===== src/rtl/multicycle_control.sv =====
`default_nettype none
// +------------------------------------------------------------------------+
// | Module      : multicycle_control                                       |
// | Description : Moore sequencing FSM for a multicycle MIPS datapath.     |
// |               Steps each instruction through fetch, decode, execute,   |
// |               memory and writeback, stalling on a shared memory port.  |
// |               Optional performance counters under MC_CTRL_PERF_EN.     |
// | Revision    : 1.0  initial release                                     |
// +------------------------------------------------------------------------+
module multicycle_control (
   input  logic        clk,
   input  logic        rst_n,
   input  logic [5:0]  opcode,
   input  logic [5:0]  funct,
   input  logic        zero,
   input  logic        mem_ready,
   output logic        pc_write,
   output logic        ir_write,
   output logic        iord,
   output logic        mem_read,
   output logic        mem_write,
   output logic        reg_write,
   output logic [1:0]  reg_dst,
   output logic [1:0]  mem_to_reg,
   output logic        alu_src_a,
   output logic [1:0]  alu_src_b,
   output logic [1:0]  alu_op,
   output logic [1:0]  pc_source,
   output logic [3:0]  state,
   output logic        illegal,
   output logic [31:0] cycle_cnt,
   output logic [31:0] instr_cnt,
   output logic [31:0] stall_cnt
);

   localparam logic [5:0] c_op_rtype = 6'b000000;
   localparam logic [5:0] c_op_j     = 6'b000010;
   localparam logic [5:0] c_op_jal   = 6'b000011;
   localparam logic [5:0] c_op_beq   = 6'b000100;
   localparam logic [5:0] c_op_bne   = 6'b000101;
   localparam logic [5:0] c_op_addi  = 6'b001000;
   localparam logic [5:0] c_op_lw    = 6'b100011;
   localparam logic [5:0] c_op_sw    = 6'b101011;
   localparam logic [5:0] c_fn_jr    = 6'b001000;

   typedef enum logic [3:0] {
      BOOT   = 4'd0,
      FETCH  = 4'd1,
      DECODE = 4'd2,
      MEMADR = 4'd3,
      MEMRD  = 4'd4,
      MEMWB  = 4'd5,
      MEMWR  = 4'd6,
      EXEC   = 4'd7,
      RWB    = 4'd8,
      ADDIEX = 4'd9,
      ADDIWB = 4'd10,
      BRANCH = 4'd11,
      JUMP   = 4'd12,
      JR     = 4'd13
   } state_t;

   state_t r_state;
   state_t w_next;
   logic   w_dec_bad;
   logic   r_illegal;

   // State register; reset drops straight to BOOT so strobes fall immediately
   always_ff @(posedge clk or negedge rst_n) begin
      if (!rst_n) r_state <= BOOT;
      else        r_state <= w_next;
   end

   // Next-state and Moore output decode (FETCH/BRANCH strobes also see inputs)
   always_comb begin
      w_next     = r_state;
      w_dec_bad  = 1'b0;
      pc_write   = 1'b0;
      ir_write   = 1'b0;
      iord       = 1'b0;
      mem_read   = 1'b0;
      mem_write  = 1'b0;
      reg_write  = 1'b0;
      reg_dst    = 2'b00;
      mem_to_reg = 2'b00;
      alu_src_a  = 1'b0;
      alu_src_b  = 2'b00;
      alu_op     = 2'b00;
      pc_source  = 2'b00;
      case (r_state)
         BOOT: w_next = FETCH;
         FETCH: begin
            mem_read  = 1'b1;
            alu_src_b = 2'b01;
            ir_write  = mem_ready;
            pc_write  = mem_ready;
            if (mem_ready) w_next = DECODE;
         end
         DECODE: begin
            alu_src_b = 2'b11;
            case (opcode)
               c_op_lw, c_op_sw: w_next = MEMADR;
               c_op_rtype:       w_next = (funct == c_fn_jr) ? JR : EXEC;
               c_op_addi:        w_next = ADDIEX;
               c_op_beq, c_op_bne: w_next = BRANCH;
               c_op_j, c_op_jal: w_next = JUMP;
               default: begin
                  w_dec_bad = 1'b1;
                  w_next    = FETCH;
               end
            endcase
         end
         MEMADR: begin
            alu_src_a = 1'b1;
            alu_src_b = 2'b10;
            w_next    = (opcode == c_op_lw) ? MEMRD : MEMWR;
         end
         MEMRD: begin
            mem_read = 1'b1;
            iord     = 1'b1;
            if (mem_ready) w_next = MEMWB;
         end
         MEMWB: begin
            reg_write  = 1'b1;
            mem_to_reg = 2'b01;
            w_next     = FETCH;
         end
         MEMWR: begin
            mem_write = 1'b1;
            iord      = 1'b1;
            if (mem_ready) w_next = FETCH;
         end
         EXEC: begin
            alu_src_a = 1'b1;
            alu_op    = 2'b10;
            w_next    = RWB;
         end
         RWB: begin
            reg_write = 1'b1;
            reg_dst   = 2'b01;
            w_next    = FETCH;
         end
         ADDIEX: begin
            alu_src_a = 1'b1;
            alu_src_b = 2'b10;
            w_next    = ADDIWB;
         end
         ADDIWB: begin
            reg_write = 1'b1;
            w_next    = FETCH;
         end
         BRANCH: begin
            alu_src_a = 1'b1;
            alu_op    = 2'b01;
            pc_source = 2'b01;
            // opcode[0] distinguishes bne from beq, inverting the taken sense
            pc_write  = zero ^ opcode[0];
            w_next    = FETCH;
         end
         JUMP: begin
            pc_source = 2'b10;
            pc_write  = 1'b1;
            if (opcode == c_op_jal) begin
               reg_write  = 1'b1;
               reg_dst    = 2'b10;
               mem_to_reg = 2'b10;
            end
            w_next = FETCH;
         end
         JR: begin
            pc_source = 2'b11;
            pc_write  = 1'b1;
            w_next    = FETCH;
         end
         default: w_next = BOOT;
      endcase
   end

   // Sticky unsupported-opcode flag, cleared only by reset
   always_ff @(posedge clk or negedge rst_n) begin
      if (!rst_n)         r_illegal <= 1'b0;
      else if (w_dec_bad) r_illegal <= 1'b1;
   end

   assign illegal = r_illegal;
   assign state   = r_state;

`ifdef MC_CTRL_PERF_EN
   logic [31:0] r_cycle_cnt;
   logic [31:0] r_instr_cnt;
   logic [31:0] r_stall_cnt;

   // Free-running performance counters, wrapping modulo 2^32
   always_ff @(posedge clk or negedge rst_n) begin
      if (!rst_n) begin
         r_cycle_cnt <= 32'd0;
         r_instr_cnt <= 32'd0;
         r_stall_cnt <= 32'd0;
      end else begin
         if (r_state != BOOT) r_cycle_cnt <= r_cycle_cnt + 32'd1;
         if (ir_write)        r_instr_cnt <= r_instr_cnt + 32'd1;
         if ((mem_read || mem_write) && !mem_ready)
            r_stall_cnt <= r_stall_cnt + 32'd1;
      end
   end

   assign cycle_cnt = r_cycle_cnt;
   assign instr_cnt = r_instr_cnt;
   assign stall_cnt = r_stall_cnt;
`else
   assign cycle_cnt = 32'd0;
   assign instr_cnt = 32'd0;
   assign stall_cnt = 32'd0;
`endif

endmodule
`default_nettype wire


===== config.mk =====
export PLATFORM = sky130hd
export DESIGN_NAME = multicycle_control
export DESIGN_NICKNAME = d
export VERILOG_FILES = /design/src/rtl/multicycle_control.sv
export SDC_FILE = /design/constraint.sdc
export NUM_CORES = 1
export LEC_CHECK = 0
export BUFFER_PORTS_ARGS = -buffer_cell sky130_fd_sc_hd__buf_4
export CAP_MARGIN = 25
export CORE_MARGIN = 3
export CORE_UTILIZATION = 40
export DETAILED_ROUTE_END_ITERATION = 8
export GPL_TIMING_DRIVEN = 0
export PLACE_DENSITY = 0.87
export REMOVE_ABC_BUFFERS = 1
export SLEW_MARGIN = 20
export SYNTH_ARGS = -nofsm -noshare
export SYNTH_HDL_FRONTEND = slang
export SYNTH_SLANG_ARGS = --single-unit

===== constraint.sdc =====
create_clock -name clk -period 4.1 [get_ports clk]
set_clock_uncertainty 0.1 [all_clocks]
set_input_delay 0.615 -clock clk [delete_from_list [all_inputs] [get_ports clk]]
set_output_delay 0.615 -clock clk [all_outputs]
set_load 0.03 [all_outputs]

==> summary.md, run 1 <==
| Metric | Value |
|---|---|
| Startpoint Class | `input pin` |
| Final Hold Vio Count | `0` |
| Floorplan core area | `3178 um^2` |
| Vias per cell | `4.059` |
| Number of synthesized register bits | `5` |
| Fmax | `370.4 MHz` |
| Synthesized area | `1395 um^2` |
| Total Power | `0.0007508 W` |
| Fin crit share | `65.86%` |
| Commonest non-fill, non-tap cell in the layout | `conb_1` |
| WL met3 | `424 um` |
| Worst-path clk slew | `0.04 ns` |
| Number of synthesized flops with an enable pin | `0` |
| Area share of the largest cell type after synthesis | `51.66%` |
| CP required | `3.38 ns` |
| Final hold slack | `0.06574 ns` |
| WP buf/inv | `2` |
| Worst r2r path cells | `5` |
| Die ar. | `4232 um^2` |
| Highest metal used | `met4` |
| DRC | `0` |
| RR Endpoint | `state[2]` |
| Worst reg2reg setup slack | `2.30 ns` |
| TritonCTS Buffers | `3` |
| I/O Pins | `134` |
| Max cap viols | `0` |
| Ranking of synthesized cells by area | `buf_4, dfrtp_1, nor2_1` |
| Seq/Total Area, Yosys | `8.969%` |
| Critical Path Start | `opcode[3]` |
| Finish-stage setup viols | `0` |
| Antenna diodes | `0` |
| Worst skew pair latency | `0.24 ns` |
| Core Rows | `20` |
| Post-CTS setup buffers | `0` |
| Slowest cell delay on critical path | `0.42 ns` |
| Pin count of the biggest net entering global routing | `23` |
| Layout area overhead | `-3.319%` |
| Worst-Margin Slew | `0.5946 ns` |
| Clock tree sinks | `5` |
| Mapped Cells | `196` |
| WP data arrival | `1.99 ns` |
| Final #Nets | `244` |
| Hold WC Path Type | `in -> async` |
| Antenna violations before repair | `0` |
| Max_slew headroom | `60.36%` |
| Setup TNS Final | `0 ns` |
| Crit-path cells | `buf_4, nor4_2, nand3_1, nor3b_1, a21oi_1, o22ai_1, buf_4` |
| Syn Area/Cell | `7.118 um^2` |
| WS Path Type | `in -> out` |
| Max VDD drop | `0.1497 mV` |
| Share of layout cells above drive strength 1 | `19.38%` |
| Pre-antenna DRT Iters | `4` |
| Most frequent cells in the layout | `conb_1, buf_4, nor2_1` |
| Synthesis Warnings | `0` |
| Global-route wire length before repair | `3567 um` |
| Met1 WL | `855 um` |
| Top_reg_cell synth | `dfrtp_1` |
| Clk root buf | `clkbuf_4` |
| CTS tree | `yes` |
| Final GP Congestion | `0.8176` |
| H-tree Lvls | `1` |
| Pwr/cell area | `556.7 nW/um^2` |
| Period minus WS final | `2.700 ns` |
| Iter 0 DRT Violations | `60` |
| Top Family by Delay on Critical Path | `simple AND/OR/NAND/NOR gates` |
| Clock buffer depth | `2` |
| IO Port Bufs | `37` |
| Status | `finished clean` |
| DRT antenna net count | `0` |
| LEAKAGE | `0.7489 nW` |
| Post-route cell area | `1349 um^2` |
| Crit-path max FO | `8` |
| Hold buffer count at cts | `0` |
| Total number of vias | `1100` |
| Chip Width | `65.06 um` |
| GRT Resource Usage Total | `10.66%` |
| Synth cell types | `36` |
| Most frequent CP cell | `buf_4` |
| Post-synth top area cell | `buf_4` |
| DP Area | `1323 um^2` |
| Slew Limit Fails | `0` |
| Total Wirelength | `2611 um` |
| Synth async-reset ratio | `100.0%` |
| Fillers | `358` |
| Met2 Wirelength | `1308 um` |
| GRT Residual Overflow | `0` |
| Critical path capture point type | `primary output` |
| CP max-delay cell | `nor4_2` |
| Start of the worst register-to-register path | `state[1]` |
| Number of global-route vias before repair | `770` |
| RSZ-0062 raised after global routing | `no` |
| Die Y | `65.06 um` |
| WL/cell | `9.635 um` |
| CTS resizes | `0` |
| Initial Util | `43.90%` |
| DP HPWL | `2190 um` |
[worst register-to-register path: stages, from the launching register on]
cell	delay (ns)
dfrtp_1	0.69
nand2b_1	0.20
nor4_1	0.29
a32oi_1	0.16
o22a_1	0.20
nor2_1	0.09
[cells in the mapped netlist, types with 2 or more instances]
cell type and instances:
o21ai_0 3, o22ai_1 2, xor2_1 2, nor4_1 4, a21oi_1 5, nor3_1 5, nand3_1 4, clkbuf_1 7
nor2b_1 3, dfrtp_1 5, o21ai_2 2, nand2b_1 8, nor2_1 15, a211oi_1 3, nor4b_1 2, o31ai_1 2
a32oi_1 2, nand2_1 9, buf_4 96
[layer usage]
metal  global-route usage (%)  vias up
met3                    3.813        2
li1                         -      525
met1                    13.67      484
met2                    16.48       89
met5                        0        -
met4                    3.627        0
[through the flow]
| step | setup WS (ns) | utilization, % | std cells |
|---|---|---|---|
| 2_1_floorplan | 0.9134 | - | 186 |
| 6_report | 1.400 | 42.44 | 271 |
| 3_5_place_dp | 1.410 | 41.61 | 267 |
| 5_1_grt | 1.261 | 42.44 | 271 |
| 3_3_place_gp | 1.408 | 41.61 | 267 |
| 4_1_cts | 1.397 | 42.44 | 271 |
[registers in the layout (all words and copies together), names as in the netlist]
signal,count
illegal,1
state,4
[layout make-up]
| type | count | area (um^2) | share of cell area, % |
|---|---|---|---|
| timing repair buffer | 37 | 277.8 | 20.59 |
| clock buffer | 4 | 26.28 | 1.948 |
| multi-input combinational | 180 | 860.8 | 63.82 |
| inverter | 1 | 3.754 | 0.2783 |
| tap | 44 | 55.05 | 4.082 |
| sequential | 5 | 125.1 | 9.276 |
[cells by family (layout without fill, tap and decap cells)]
kind of cell,count (synthesis),count (layout),synth area share [%]
buffers and inverters,106,42,54.89
flip-flops,5,5,8.969
other,1,96,0.2688
AND/OR/NAND/NOR,56,56,21.61
AO/OA/AOI/OAI,26,26,13.00
XOR/XNOR,2,2,1.256
[worst max path at each step]
| stage | end | depth (start not counted) |
|---|---|---|
| 2_1_floorplan | pc_write | 3 |
| 6_report | reg_write | 7 |
| 5_1_grt | reg_write | 7 |
| 4_1_cts | reg_write | 7 |
| 3_3_place_gp | reg_write | 7 |
| 3_5_place_dp | reg_write | 7 |
[report_power, final]
group | switching, W | internal, W | total (W)
Sequential | 0.0000777 | 0.0000681 | 0.000146
Clock | 0.0000196 | 0.0000368 | 0.0000564
Combinational | 0.000374 | 0.000174 | 0.000549
Total | 0.000472 | 0.000279 | 0.000751
Power figures use the tool's default switching activity.
==> run 2: changes to the inputs <==
--- a/config.mk
+++ b/config.mk
@@ -8,10 +8,10 @@
 export BUFFER_PORTS_ARGS = -buffer_cell sky130_fd_sc_hd__buf_4
 export CAP_MARGIN = 25
 export CORE_MARGIN = 3
-export CORE_UTILIZATION = 40
+export CORE_UTILIZATION = 34
 export DETAILED_ROUTE_END_ITERATION = 8
 export GPL_TIMING_DRIVEN = 0
-export PLACE_DENSITY = 0.87
+export PLACE_DENSITY = 0.79
 export REMOVE_ABC_BUFFERS = 1
 export SLEW_MARGIN = 20
 export SYNTH_ARGS = -nofsm -noshare
==> constraint.sdc (replaced) <==
create_clock -name clk -period 2.3 [get_ports clk]
set_clock_uncertainty 0.1 [all_clocks]
set_input_delay 0.345 -clock clk [delete_from_list [all_inputs] [get_ports clk]]
set_output_delay 0.345 -clock clk [all_outputs]
set_load 0.03 [all_outputs]
==> summary.md, run 2 (synthesized netlist as in run 1, its figures left out) <==
| Metric | Value |
|---|---|
| Hold WC Path Type | `in -> reg` |
| WL/cell | `10.19 um` |
| RSZ-0062 raised after global routing | `no` |
| I/O Pins | `134` |
| Vias per cell | `3.920` |
| Startpoint Class | `register` |
| Max cap viols | `0` |
| Final #Nets | `245` |
| Commonest non-fill, non-tap cell in the layout | `conb_1` |
| H-tree Lvls | `1` |
| Die Y | `70.06 um` |
| GRT Residual Overflow | `0` |
| Global-route wire length before repair | `4064 um` |
| Die ar. | `4908 um^2` |
| Max_slew headroom | `63.31%` |
| Antenna violations before repair | `0` |
| Final Hold Vio Count | `0` |
| IO Port Bufs | `37` |
| Core Rows | `22` |
| GRT Resource Usage Total | `10.01%` |
| CP max-delay cell | `dfrtp_2` |
| DRC | `0` |
| Pwr/cell area | `1018 nW/um^2` |
| LEAKAGE | `0.7607 nW` |
| Fin crit share | `92.54%` |
| Status | `finished clean` |
| DP HPWL | `2373 um` |
| Slowest cell delay on critical path | `0.52 ns` |
| TritonCTS Buffers | `3` |
| Fmax | `469.8 MHz` |
| Period minus WS final | `2.128 ns` |
| Total number of vias | `1082` |
| WP data arrival | `1.68 ns` |
| Worst-path clk slew | `0.04 ns` |
| Final GP Congestion | `0.7854` |
| WP buf/inv | `1` |
| Share of layout cells above drive strength 1 | `21.05%` |
| Worst skew pair latency | `0.22 ns` |
| Finish-stage setup viols | `0` |
| Crit-path cells | `nand2b_1, nor4b_2, a211o_1, buf_4` |
| WS Path Type | `reg -> out` |
| Slew Limit Fails | `0` |
| Crit-path max FO | `19` |
| Layout area overhead | `0.4481%` |
| Most frequent cells in the layout | `conb_1, buf_4, nor2_1` |
| Iter 0 DRT Violations | `60` |
| Post-Layout Cell Count | `276` |
| Clock tree sinks | `5` |
| Inst Count DP | `271` |
| Total Power | `0.001427 W` |
| Antenna diodes | `0` |
| Number of global-route vias before repair | `830` |
| Top Family by Delay on Critical Path | `simple AND/OR/NAND/NOR gates` |
| Total Wirelength | `2813 um` |
| Chip Width | `70.06 um` |
| Worst-Margin Slew | `0.5504 ns` |
| Clock buffer depth | `2` |
| Floorplan core area | `3799 um^2` |
| Clk root buf | `clkbuf_8` |
| Pin count of the biggest net entering global routing | `23` |
| Max reg flops | `4` |
| CP required | `1.86 ns` |
| CTS tree | `yes` |
| Initial Util | `36.73%` |
| Max VDD drop | `0.2671 mV` |
| Pre-antenna DRT Iters | `4` |
| DRT antenna net count | `0` |
| Critical path capture point type | `primary output` |
run 2: cell types whose count changed in the layout (fill, tap and decap cells not counted):
| cell | before | now |
|---|---|---|
| clkbuf_8 | 0 | 3 |
| nor4_2 | 1 | 0 |
| nor4b_2 | 0 | 1 |
| dfrtp_1 | 5 | 2 |
| dlygate4sd3_1 | 0 | 1 |
| dfrtp_2 | 0 | 3 |
| clkbuf_4 | 3 | 0 |
| nor4b_1 | 2 | 1 |
| nor4_4 | 0 | 1 |
run 2: metrics by stage:
step	setup WS [ns]	TNS [ns]	hold slack (ns)	utilization [%]	instance area, um^2
after detailed placement	0.1253	0	0.04833	34.95	1328
after global routing	0.02764	0	0.2826	36.89	1401
after CTS	0.03240	0	0.2646	36.56	1389
after floorplan	-0.6166	-0.9977	-0.05059	-	989.7
after global placement	0.1513	0	0.04768	34.95	1328
final	0.1715	0	0.2726	36.89	1401
run 2: final cells by class:
type | count | area [um^2]
fill | 420 | 2397
inverter | 1 | 3.754
timing repair buffer | 38 | 287.8
multi-input combinational | 180 | 875.8
clock buffer | 4 | 45.04
tap | 48 | 60.06
sequential | 5 | 128.9
run 2: worst paths after layout:
| check | from | end | slack [ns] | depth (start not counted) |
|---|---|---|---|---|
| worst max-delay path | state[1] | pc_write | 0.17 | 4 |
| worst max register to register | state[0] | state[3] | 0.65 | 4 |
| worst min register to register | illegal | illegal | 0.47 | 2 |
| worst min-delay path | opcode[5] | state[3] | 0.27 | 2 |
| max in group asynchronous | rst_n | state[1] | 1.62 | 2 |
| min in group asynchronous | rst_n | state[2] | 0.36 | 2 |
run 2: layer usage:
metal  share of wire (%)  global-route usage [%]  routed length, um
met3                  13                   2.734                356
met5                   0                       0                  0
met2                  51                   16.37               1430
met1                  35                   11.91                977
met4                 1.7                   5.106                 48
run 2: timing repair:
item	in CTS	in global routing
buffers inserted	0	0
hold endpoints to repair	5	0
resized for setup	1	4
cloned	0	0
hold buffers	1	0
setup endpoints to repair	2	3
run 2: power by group:
| group | leakage (nW) | switching, W | internal [W] |
|---|---|---|---|
| combinational | 0.681 | 0.000675 | 0.000315 |
| sequential | 0.0566 | 0.000142 | 0.000126 |
| clock | 0.0228 | 0.0000484 | 0.000119 |
| total | 0.761 | 0.000865 | 0.000561 |
==> run 3: changes to the inputs <==
--- a/config.mk
+++ b/config.mk
@@ -5,13 +5,11 @@
 export SDC_FILE = /design/constraint.sdc
 export NUM_CORES = 1
 export LEC_CHECK = 0
-export BUFFER_PORTS_ARGS = -buffer_cell sky130_fd_sc_hd__buf_4
 export CAP_MARGIN = 25
 export CORE_MARGIN = 3
-export CORE_UTILIZATION = 34
+export CORE_UTILIZATION = 40
 export DETAILED_ROUTE_END_ITERATION = 8
-export GPL_TIMING_DRIVEN = 0
-export PLACE_DENSITY = 0.79
+export DONT_BUFFER_PORTS = 1
 export REMOVE_ABC_BUFFERS = 1
 export SLEW_MARGIN = 20
 export SYNTH_ARGS = -nofsm -noshare
==> summary.md, run 3 (synthesized netlist as in run 1, its figures left out) <==
| Metric | Value |
|---|---|
| Critical path capture point type | `primary output` |
| Clk root buf | `clkbuf_4` |
| DRT antenna net count | `0` |
| WL/cell | `10.33 um` |
| Commonest non-fill, non-tap cell in the layout | `conb_1` |
| Crit-path cells | `buf_4, nand2b_1, a211oi_1, buf_4` |
| Post-CTS setup buffers | `0` |
| Total Power | `0.001335 W` |
| Initial Util | `43.90%` |
| DP HPWL | `2276 um` |
| Most frequent CP cell | `buf_4` |
| Worst skew pair latency | `0.24 ns` |
| Final #Nets | `229` |
| Post-place setup slack | `0.4491 ns` |
| Area occupied by multi-input gates | `867.1 um^2` |
| GRT Residual Overflow | `0` |
| Pin count of the biggest net entering global routing | `19` |
| Worst-path clk slew | `0.04 ns` |
| WS Path Type | `reg -> out` |
| Max VDD drop | `0.3414 mV` |
| Setup TNS Final | `0 ns` |
| Clock buffer depth | `2` |
| Number of global-route vias before repair | `718` |
| Finish-stage setup viols | `0` |
| Iter 0 DRT Violations | `38` |
| Fillers | `371` |
| Antenna violations before repair | `0` |
| I/O Pins | `134` |
| Period minus WS final | `2.055 ns` |
| Slew Limit Fails | `0` |
| Share of layout cells above drive strength 1 | `13.68%` |
| Chip Width | `65.06 um` |
| Met2 usage | `15.20%` |
| LEAKAGE | `0.6813 nW` |
| Pre-antenna DRT Iters | `4` |
| Fin crit share | `89.33%` |
| Final Hold Vio Count | `0` |
| GRT Resource Usage Total | `10.48%` |
| Met3 Usage GRT | `3.986%` |
| CTS tree | `yes` |
| Status | `finished clean` |
| Startpoint Class | `register` |
| Hold wc startpoint | `opcode[5]` |
| TritonCTS Buffers | `3` |
| Met1 Use GR | `14.60%` |
| CTS resizes | `0` |
| Crit-path max FO | `11` |
| Most frequent cells in the layout | `conb_1, buf_4, nor2_1` |
| Fmax | `486.7 MHz` |
| CP required | `1.86 ns` |
| IO Port Bufs | `0` |
| Max reg flops | `4` |
| Die ar. | `4232 um^2` |
| Die Y | `65.06 um` |
| Start of the worst register-to-register path | `state[1]` |
| Layout area overhead | `-9.865%` |
| Pwr/cell area | `1061 nW/um^2` |
| DRC | `0` |
| Total number of vias | `1006` |
| Gr busiest metal | `met2` |
| Clock tree sinks | `5` |
| Slowest cell delay on critical path | `0.52 ns` |
| Antenna diodes | `0` |
| Vias per cell | `3.930` |
| Critical Path Start | `state[2]` |
| Total Wirelength | `2644 um` |
| WP data arrival | `1.61 ns` |
| Register Area | `125.1 um^2` |
| Core Rows | `20` |
| Floorplan core area | `3178 um^2` |
| H-tree Lvls | `1` |
| RSZ-0062 raised after global routing | `no` |
| CP max-delay cell | `dfrtp_1` |
| Max cap viols | `0` |
| Global-route wire length before repair | `3505 um` |
| Post-route setup slack | `0.2455 ns` |
| Hold WC Path Type | `in -> reg` |
| Final GP Congestion | `0.8321` |
==> run 3: cell types whose count changed in the layout (fill, tap and decap cells not counted) <==
cell | previous run | this run
buf_12 | 0 | 1
buf_4 | 37 | 20
clkbuf_4 | 0 | 3
clkbuf_8 | 3 | 0
dfrtp_1 | 2 | 5
dfrtp_2 | 3 | 0
nor4_2 | 0 | 1
nor4_4 | 1 | 0
==> run 3: critical path, delay by kind of cell, from the launching register on <==
| family | cells | cell delay, ns |
|---|---|---|
| AOI/OAI and AO/OA | 1 | 0.23 |
| buffers and inverters | 2 | 0.48 |
| DFF | 1 | 0.52 |
| and+or+nand+nor | 1 | 0.13 |
==> run 3: layer usage <==
layer  vias up  routed length [um]  part of all wire, %
met3         2                 379                   14
li1        496                   -                    -
met2        81                1229                   46
met5         -                   0                    0
met4         0                  16                 0.61
met1       427                1018                   39
==> run 3: area by class of cell <==
type                    instances  area share [%]
multi-input cells             180           68.96
repair buffers                 22           14.33
flip-flops and latches          5           9.950
well taps                      44           4.378
clock buffers                   4           2.090
inverters                       1          0.2985
==> run 3: worst paths after layout <==
kind | end | slack (ns) | cells past startpoint
max | mem_read | 0.25 | 4
min in group asynchronous | state[0] | 0.30 | 1
min reg2reg | state[2] | 0.55 | 2
min | state[3] | 0.10 | 1
max in group asynchronous | state[3] | 1.60 | 1
max reg2reg | state[2] | 0.66 | 6
==> run 3: power breakdown <==
group          switching [W]  total (W)  internal [W]
Sequential         0.0000706   0.000193      0.000123
Combinational       0.000734    0.00104      0.000308
Clock              0.0000343  0.0000998     0.0000655
==> run 3: stage by stage <==
step           cells  instance area (um^2)  hold slack [ns]  utilization (%)
5_1_grt          256                  1257          0.07986            39.57
3_3_place_gp     251                  1221         -0.05034            38.43
2_1_floorplan    186                 989.7         -0.05059                -
4_1_cts          256                  1257          0.09373            39.57
3_5_place_dp     251                  1221         -0.05038            38.43
6_report         256                  1257           0.1005            39.57
==> run 3: timing repair <==
action,CTS,global route
setup endpoints to repair,0,0
endpoints found under the hold margin,5,0
hold buffers,1,0
